$ cat src/rtl/oam_eval_pkg.sv
// Shared definitions for the per-scanline sprite evaluation controller.
// Holds the controller state encoding, the OAM / secondary-OAM geometry
// constants and a helper that forms an OAM byte address from a sprite
// index and byte offset.
package oam_eval_pkg;

    typedef enum logic [2:0] {
        IDLE   = 3'd0,
        CLEAR  = 3'd1,
        CHECK  = 3'd2,
        COPY   = 3'd3,
        FINISH = 3'd4
    } state_e;

    localparam int         OAM_BYTES     = 256;
    localparam int         SOAM_BYTES    = 32;
    localparam logic [7:0] CLEAR_VAL     = 8'hFF;
    localparam int         BYTES_PER_SPR = 4;

    // Byte address of byte b (0..3) of sprite idx (0..63) in OAM.
    function automatic logic [7:0] spr_byte_addr(input logic [5:0] idx, input logic [1:0] b);
        return {idx, b};
    endfunction

endpackage

$ cat src/rtl/oam_y_in_range.sv
// Sprite Y range test, shared with the renderer's row-offset logic.
// Ports:
//   scanline  in  8  line being evaluated
//   y         in  8  sprite top line (OAM byte 0)
//   height    in  8  sprite height in lines
//   in_range  out 1  scanline lies within [y, y+height-1], no wrap
// Purely combinational.
module oam_y_in_range (
    input  logic [7:0] scanline,
    input  logic [7:0] y,
    input  logic [7:0] height,
    output logic       in_range
);

    logic [8:0] diff_s;

    // 9-bit difference: the borrow bit rejects sprites that start below the line,
    // so a sprite near the bottom of the screen never wraps to the top.
    always_comb begin
        diff_s   = {1'b0, scanline} - {1'b0, y};
        in_range = (diff_s[8] == 1'b0) && (diff_s[7:0] < height);
    end

endmodule

$ cat src/rtl/oam_sprite_eval.sv
// Per-scanline sprite evaluation controller.
// On start: fills the 32-byte secondary OAM with 0xFF, scans all OAM sprites
// for those covering the sampled scanline, and copies up to MAX_SPR of them
// (4 bytes each) into secondary OAM.
// Ports:
//   clk, rst_n          clock, asynchronous active-low reset
//   sprite_16           (only with OAM_SPR_8X16_EN) 8x16 mode, sampled on start
//   start, scanline     begin evaluation of scanline (ignored while busy)
//   oam_addr/oam_data   OAM read port, data valid in the same cycle
//   soam_we/addr/wdata  secondary OAM write port, written on rising edge
//   busy, done          evaluation in progress / one-cycle completion pulse
//   spr_count           sprites copied; overflow: more than MAX_SPR in range
//   spr0_inl            sprite 0 is in range on this line
// Optional feature macro: OAM_SPR_8X16_EN (adds sprite_16, height 16 when set).
module oam_sprite_eval
    import oam_eval_pkg::*;
#(
    parameter int NUM_SPR = 64,
    parameter int MAX_SPR = 8,
    parameter int SPR_H   = 8
) (
    input  logic       clk,
    input  logic       rst_n,
`ifdef OAM_SPR_8X16_EN
    input  logic       sprite_16,
`endif
    input  logic       start,
    input  logic [7:0] scanline,
    output logic [7:0] oam_addr,
    input  logic [7:0] oam_data,
    output logic       soam_we,
    output logic [4:0] soam_addr,
    output logic [7:0] soam_wdata,
    output logic       busy,
    output logic       done,
    output logic [3:0] spr_count,
    output logic       overflow,
    output logic       spr0_inl
);

    localparam int NW = $clog2(NUM_SPR);

    state_e          state_q, state_d;
    logic [7:0]      line_q, line_d;
    logic [7:0]      height_q, height_d;
    logic [NW-1:0]   n_q, n_d;
    logic [1:0]      b_q, b_d;
    logic [4:0]      clr_q, clr_d;
    logic [3:0]      spr_count_q, spr_count_d;
    logic            overflow_q, overflow_d;
    logic            spr0_q, spr0_d;
    logic            busy_q, busy_d;
    logic            done_q, done_d;
    logic [7:0]      start_height_s;
    logic            in_range_s;
    logic            last_spr_s;
    logic            slot_free_s;

    oam_y_in_range u_y_in_range (
        .scanline (line_q),
        .y        (oam_data),
        .height   (height_q),
        .in_range (in_range_s)
    );

    // Height selected at start time.
    always_comb begin
`ifdef OAM_SPR_8X16_EN
        if (sprite_16) begin
            start_height_s = 8'd16;
        end else begin
            start_height_s = 8'(SPR_H);
        end
`else
        start_height_s = 8'(SPR_H);
`endif
    end

    // Next-state and next-register computation for the evaluation FSM.
    always_comb begin
        state_d     = state_q;
        line_d      = line_q;
        height_d    = height_q;
        n_d         = n_q;
        b_d         = b_q;
        clr_d       = clr_q;
        spr_count_d = spr_count_q;
        overflow_d  = overflow_q;
        spr0_d      = spr0_q;
        last_spr_s  = (n_q == NW'(NUM_SPR - 1));
        slot_free_s = (spr_count_q < 4'(MAX_SPR));
        case (state_q)
            IDLE: begin
                if (start) begin
                    line_d      = scanline;
                    height_d    = start_height_s;
                    spr_count_d = 4'd0;
                    overflow_d  = 1'b0;
                    spr0_d      = 1'b0;
                    clr_d       = 5'd0;
                    state_d     = CLEAR;
                end else begin
                    state_d = IDLE;
                end
            end
            CLEAR: begin
                if (clr_q == 5'(SOAM_BYTES - 1)) begin
                    n_d     = '0;
                    state_d = CHECK;
                end else begin
                    clr_d = clr_q + 5'd1;
                end
            end
            CHECK: begin
                if (in_range_s) begin
                    if (slot_free_s) begin
                        if (n_q == '0) begin
                            spr0_d = 1'b1;
                        end else begin
                            spr0_d = spr0_q;
                        end
                        b_d     = 2'd1;
                        state_d = COPY;
                    end else begin
                        // Ninth candidate: flag it and stop scanning.
                        overflow_d = 1'b1;
                        state_d    = FINISH;
                    end
                end else if (last_spr_s) begin
                    state_d = FINISH;
                end else begin
                    n_d = n_q + NW'(1);
                end
            end
            COPY: begin
                if (b_q == 2'd3) begin
                    b_d         = 2'd0;
                    spr_count_d = spr_count_q + 4'd1;
                    if (last_spr_s) begin
                        state_d = FINISH;
                    end else begin
                        n_d     = n_q + NW'(1);
                        state_d = CHECK;
                    end
                end else begin
                    b_d = b_q + 2'd1;
                end
            end
            FINISH: begin
                state_d = IDLE;
            end
            default: begin
                state_d = IDLE;
            end
        endcase
        busy_d = (state_d == CLEAR) || (state_d == CHECK) || (state_d == COPY);
        done_d = (state_d == FINISH);
    end

    // FSM and status registers.
    always_ff @(posedge clk or negedge rst_n) begin
        if (!rst_n) begin
            state_q     <= IDLE;
            line_q      <= 8'd0;
            height_q    <= 8'd0;
            n_q         <= '0;
            b_q         <= 2'd0;
            clr_q       <= 5'd0;
            spr_count_q <= 4'd0;
            overflow_q  <= 1'b0;
            spr0_q      <= 1'b0;
            busy_q      <= 1'b0;
            done_q      <= 1'b0;
        end else begin
            state_q     <= state_d;
            line_q      <= line_d;
            height_q    <= height_d;
            n_q         <= n_d;
            b_q         <= b_d;
            clr_q       <= clr_d;
            spr_count_q <= spr_count_d;
            overflow_q  <= overflow_d;
            spr0_q      <= spr0_d;
            busy_q      <= busy_d;
            done_q      <= done_d;
        end
    end

    // Memory-port decode: addresses come from state registers, write data is
    // passed straight through from OAM so each byte lands in one cycle.
    always_comb begin
        oam_addr   = 8'd0;
        soam_we    = 1'b0;
        soam_addr  = 5'd0;
        soam_wdata = 8'd0;
        case (state_q)
            CLEAR: begin
                soam_we    = 1'b1;
                soam_addr  = clr_q;
                soam_wdata = CLEAR_VAL;
            end
            CHECK: begin
                oam_addr   = spr_byte_addr(6'(n_q), 2'd0);
                soam_we    = in_range_s && (spr_count_q < 4'(MAX_SPR));
                soam_addr  = {spr_count_q[2:0], 2'd0};
                soam_wdata = oam_data;
            end
            COPY: begin
                oam_addr   = spr_byte_addr(6'(n_q), b_q);
                soam_we    = 1'b1;
                soam_addr  = {spr_count_q[2:0], b_q};
                soam_wdata = oam_data;
            end
            default: begin
                oam_addr = 8'd0;
            end
        endcase
    end

    assign busy      = busy_q;
    assign done      = done_q;
    assign spr_count = spr_count_q;
    assign overflow  = overflow_q;
    assign spr0_inl  = spr0_q;

endmodule

$ cat config.mk
export PLATFORM = sky130hd
export DESIGN_NAME = oam_sprite_eval
export DESIGN_NICKNAME = d
export VERILOG_FILES = /design/src/rtl/oam_eval_pkg.sv /design/src/rtl/oam_y_in_range.sv /design/src/rtl/oam_sprite_eval.sv
export SDC_FILE = /design/constraint.sdc
export NUM_CORES = 1
export LEC_CHECK = 0
export ABC_AREA = 1
export BUFFER_PORTS_ARGS = -buffer_cell sky130_fd_sc_hd__buf_2
export CORE_MARGIN = 4
export CORE_UTILIZATION = 55
export DETAILED_ROUTE_END_ITERATION = 12
export GPL_TIMING_DRIVEN = 0
export HOLD_SLACK_MARGIN = 0.06
export MAX_ROUTING_LAYER = met4
export PLACE_DENSITY = 0.8
export RECOVER_POWER = 50
export SKIP_LAST_GASP = 1
export SLEW_MARGIN = 40
export SYNTH_ARGS = -nofsm -noshare
export SYNTH_HDL_FRONTEND = slang
export SYNTH_SLANG_ARGS = --single-unit
$ cat constraint.sdc
create_clock -name clk -period 2.35 [get_ports clk]
set_input_delay 0.235 -clock clk [delete_from_list [all_inputs] [get_ports clk]]
set_output_delay 0.235 -clock clk [all_outputs]
set_load 0.005 [all_outputs]
Word-level counts from Yosys, hierarchy flattened. Cells that the tools add are included.

Add/sub/neg operators: 5. $lt $le $gt $ge: 2. Equality and inequality tests: 19. Muxes and demuxes: 35. Bitwise gates (word level): 1. Reduce and logical (&&, ||, !) cells: 20.

Operators with widths (number): 8-bit one-hot mux with 2 select lines (2); 6-bit 2-to-1 mux (4); 3-bit 2-to-1 mux (6); 2-bit inequality test, second input constant (9); 6-bit one-hot mux with 3 select lines (1); 5-bit one-hot mux with 3 select lines (1); 3-bit by 2-bit equality test with 1-bit output, second input constant (4); 3-bit one-hot mux with 4 select lines (1); 5-bit 2-to-1 mux (2); 5-bit one-hot mux with 2 select lines (1); 3-bit AND reduction (3); 8-bit by 8-bit subtractor with 9-bit output (1); 8-bit by 4-bit < comparator with 1-bit output (1); 4-bit 2-to-1 mux (2); 4-bit one-hot mux with 2 select lines (1); 4-bit AND reduction (2); 2-bit nonzero test (4); 1-bit 2-to-1 mux (7); 6-bit by 1-bit adder with 6-bit output, second input constant (1); 3-bit by 1-bit equality test with 1-bit output, second input constant (2); 6-bit equality test, second input constant (1); 6-bit logical NOT (1); 2-bit 2-to-1 mux (3); 1-bit one-hot mux with 2 select lines (3); 16 further kinds (19).

Register bits: 33. Input port bits: 19.

Longest topological paths before layout.
Depth in word-level cells: 8. Gate-level depth with buffers: 17.

Modules after synthesis. From an unflattened synthesis, not the netlist that was laid out.

Cell total of the unflattened synthesis: 350. Area, all modules: 2431.1 um^2.

By module, submodules not included: oam_sprite_eval (instances 1, cells each 250, area an instance 1853.0 um^2, sequential area each 825.8 um^2); oam_y_in_range (instances 1, cells each 100, area an instance 578.1 um^2, sequential area each 0.0 um^2).

Least setup slack after synthesis. No wires, ideal clock.

Kind: reg2out. Start: register line_q[5]. End: output port soam_we. Arrival: 1.649 ns. Path slack: 0.466 ns. Cell stages (with the launch flop): 12. Buffers on the path: 0. Cell sequence: dfrtp_1 ha_1 nand2_1 inv_2 a21oi_1 nand2_1 xor2_2 nor2_4 nand2_2 nand2_2 nand2_2 nand2_1.

Word-level cells in the longest chain between the ends: 5. Elaborated cells on any way between the ends: 6.

Ends and longest elaborated chain: from (decl) (RTL line oam_sprite_eval.sv:44) `logic [7:0] line_q, line_d;`; from (signal assigned) (RTL line oam_sprite_eval.sv:176) `line_q <= line_d;`; 8-bit by 8-bit subtractor with 9-bit output (*) (RTL line oam_y_in_range.sv:20) `diff_s = {1'b0, scanline} - {1'b0, y};`; 8-bit by 4-bit < comparator with 1-bit output or 1-bit inverter (tied branches) (RTL line oam_y_in_range.sv:21) `in_range = (diff_s[8] == 1'b0) && (diff_s[7:0] < height);`; 1-bit logical AND (*) (RTL line oam_y_in_range.sv:21); 1-bit logical AND (*) (RTL line oam_sprite_eval.sv:204) `soam_we = in_range_s && (spr_count_q < 4'(MAX_SPR));`; 1-bit one-hot mux with 2 select lines (*) (RTL line oam_sprite_eval.sv:196) `case (state_q)`; to (decl) (RTL line oam_sprite_eval.sv:31) `output logic soam_we,`.

Mark *: on every way between the ends. The rest lies on a longest branch, timed or not.

Worst setup path in the final report.
Start: register line_q[2]. End: output port soam_we.

The elaborated chain is that of the path after synthesis.

==> results_dict.tcl <==
set metrics [dict create \
    die_x_um 72.37 \
    cts_sinks 33 \
    root_buffer "clkbuf_8" \
    worstSetupPathType "flop to primary output" \
    synth_area_leader_cell "dfrtp_1" \
    status "complete, no violations" \
    area_growth_pct 25.37 \
    slew_headroom 0.4201 \
    ir_worst_vdd_mv 0.6911 \
    synth_warnings 0 \
    start_kind "flop" \
    cts_buffers 5 \
    synthArstFlopShare 1.000 \
    row_count 23 \
    multiInputGateArea_um2 1331 \
    core_area_um2 4000 \
    grt_max_degree 34 \
    grt.overflow.total 0 \
    fill_cells 325 \
    place.port_buffers 48 \
    die-area_um2 5237 \
    skew_ps 7.058 \
    viasPerCell 5.122 \
    syn_inst 320 \
    place_area_um2 2581 \
    yosysUniqueCellTypes 30 \
    setup_viol 0 \
    antennaDiodeCount 0 \
    grt_pass1_wl_um 9197 \
    cts_tree "yes" \
    synth_area_leaders "dfrtp_1, nand2_1, inv_1, ha_1, o21ai_0" \
    drt_iter0_drc 105 \
    clk_path_buf_depth 2 \
    min_period_over_period 0.9930 \
    ant_nets 0 \
    hpwl_um 4073 \
    synth_common_cells "nand2_1, inv_1, dfrtp_1, nor2_1, o21ai_0" \
    yosys.area.top_type_share 0.3624 \
    clock.fmax_mhz 428.5 \
    htree_levels 2 \
    synth_edf_count 0 \
    drive_above_1_share 0.2969 \
    via_count 2223 \
    powerDensity_nw_per_um2 1082 \
    routed_wirelength_um 5619 \
    hp-class "primary input to flop" \
    avgSynthCellArea_um2 7.120 \
    netlist_area_um2 2278 \
    synthMostInstantiatedCell "nand2_1" \
    min_period_ps 2334 \
    crit_required_ps 2120 \
    drc 0 \
    seq_area_frac_synth 0.3624 \
    start_util 0.5696 \
    routedWlPerCell_um 12.95 \
    critPathMaxFanout 4 \
    ys_ff_latch 33 \
    final_area_um2 2856 \
    die_h_um 72.37 \
    rsz0062_at_grt "true" \
    fin_util 0.7141 \
    first_pass_iters 4 \
    nNetsFinal 415 \
    endpoint_kind "primary output" \
    drv_slew 0 \
    drv_cap 0 \
    antenna_found_initial 0 \
    arrival_ps 2100 \
    clk_pin_slew_ps 70 \
    seqCellArea_um2 825.8 \
    finalHoldViolCount 0 \
    ios 49 \
    gp_congestion 0.8844 \
    worst_slew_pin_slew_ps 869.8 \
    clk_latency_ps 300 \
    synth_fp_nets 352 \
    synth_ff_type "dfrtp_1" \
    grt_pass1_vias 2086 \
    track_usage 0.2314 \
    p_leak_nw 1.463 \
]
==> registers in the layout (all words and copies together) (netlist names) <==
signal     cells
spr0_inl       1
n_q            6
overflow       1
height_q       1
busy           1
spr_count      4
clr_q          5
done           1
b_q            2
line_q         8
state_q        3
==> metrics by stage <==
stage	setup WS [ps]	hold WS [ps]	TNS (ps)	std cells	power (mW)
after floorplan	466.3	-60.59	0	320	1.965
after global placement	175.4	340.9	0	418	2.349
after detailed placement	157.3	350.8	0	418	2.401
after CTS	-3.275	135.2	-3.275	429	2.973
after global routing	-87.35	135.8	-87.35	434	3.353
final	16.39	130.1	0	434	3.091
==> layer usage <==
layer | vias up | global-route usage | part of all wire
met4 | 0 | 0.09812 | 0.016
li1 | 1138 | - | -
met5 | - | - | 0
met3 | 8 | 0.03186 | 0.043
met1 | 1028 | 0.2891 | 0.45
met2 | 49 | 0.3751 | 0.49
==> report_power, final <==
part           internal [mW]  switching, mW  leakage (nW)
clock                  0.204          0.229        0.0439
combinational          0.742           1.03          1.00
sequential             0.735          0.148         0.419
total                   1.68           1.41          1.46
==> area by class of cell <==
class,instances,share of cell area
Multi-Input combinational cell,226,0.4661
Sequential cell,33,0.2891
Timing Repair Buffer,57,0.1078
Inverter,55,0.07227
Clock buffer,5,0.02409
Tap cell,50,0.02190
Buffer,5,0.01270
Clock inverter,3,0.006132
==> cell usage in the layout (no fill, tap or decap), types with 6 or more instances in the layout <==
cell type	count
a21oi_1	10
buf_4	8
nor2_4	6
inv_2	10
nand3_1	16
ha_4	6
ha_1	7
o21ai_0	20
nand2_2	11
inv_1	44
buf_2	45
dfrtp_1	33
nor2_1	25
nand2_1	84
==> critical path, cell delays in order, from the launching register on <==
cell and delay [ps]:
dfrtp_1 410, ha_4 280, nand2_2 60, inv_2 40
nand2_2 80, nand2_2 60, nand2_1 80, nand3_2 70
nor2_2 120, nand2_2 70, nor2_4 110, nand2_2 90
nand2_4 80, nand2_4 60, nand2_1 60, buf_2 110
==> timing repair <==
item,CTS,global route
hold endpoints to repair,33,0
resized for setup,11,10
hold buffers,1,0
pin swaps,4,9
endpoints found under the setup margin,2,5
buffers inserted,2,6
==> cell families (layout without fill, tap and decap cells) <==
group,Yosys count,in the layout,synth area share
adder cells (fa/ha/maj),13,13,0.07139
buffers and inverters,61,125,0.1076
flip-flops,33,33,0.3624
AND/OR/NAND/NOR,164,164,0.3300
AO/OA/AOI/OAI,46,46,0.1137
XOR/XNOR,3,3,0.01483
==> path summary, 6_finish.rpt <==
kind,slack [ps],startpoint,to,cells after the start
max in group asynchronous,1220,rst_n,clr_q[3],2
worst min-delay path,130,scanline[4],line_q[4],3
min in group asynchronous,580,rst_n,n_q[5],2
worst max register to register,330,line_q[2],n_q[2],16
worst max-delay path,20,line_q[2],soam_we,15
worst min register to register,470,overflow,overflow,2
No activity file was read; power rests on OpenSTA's default activity.
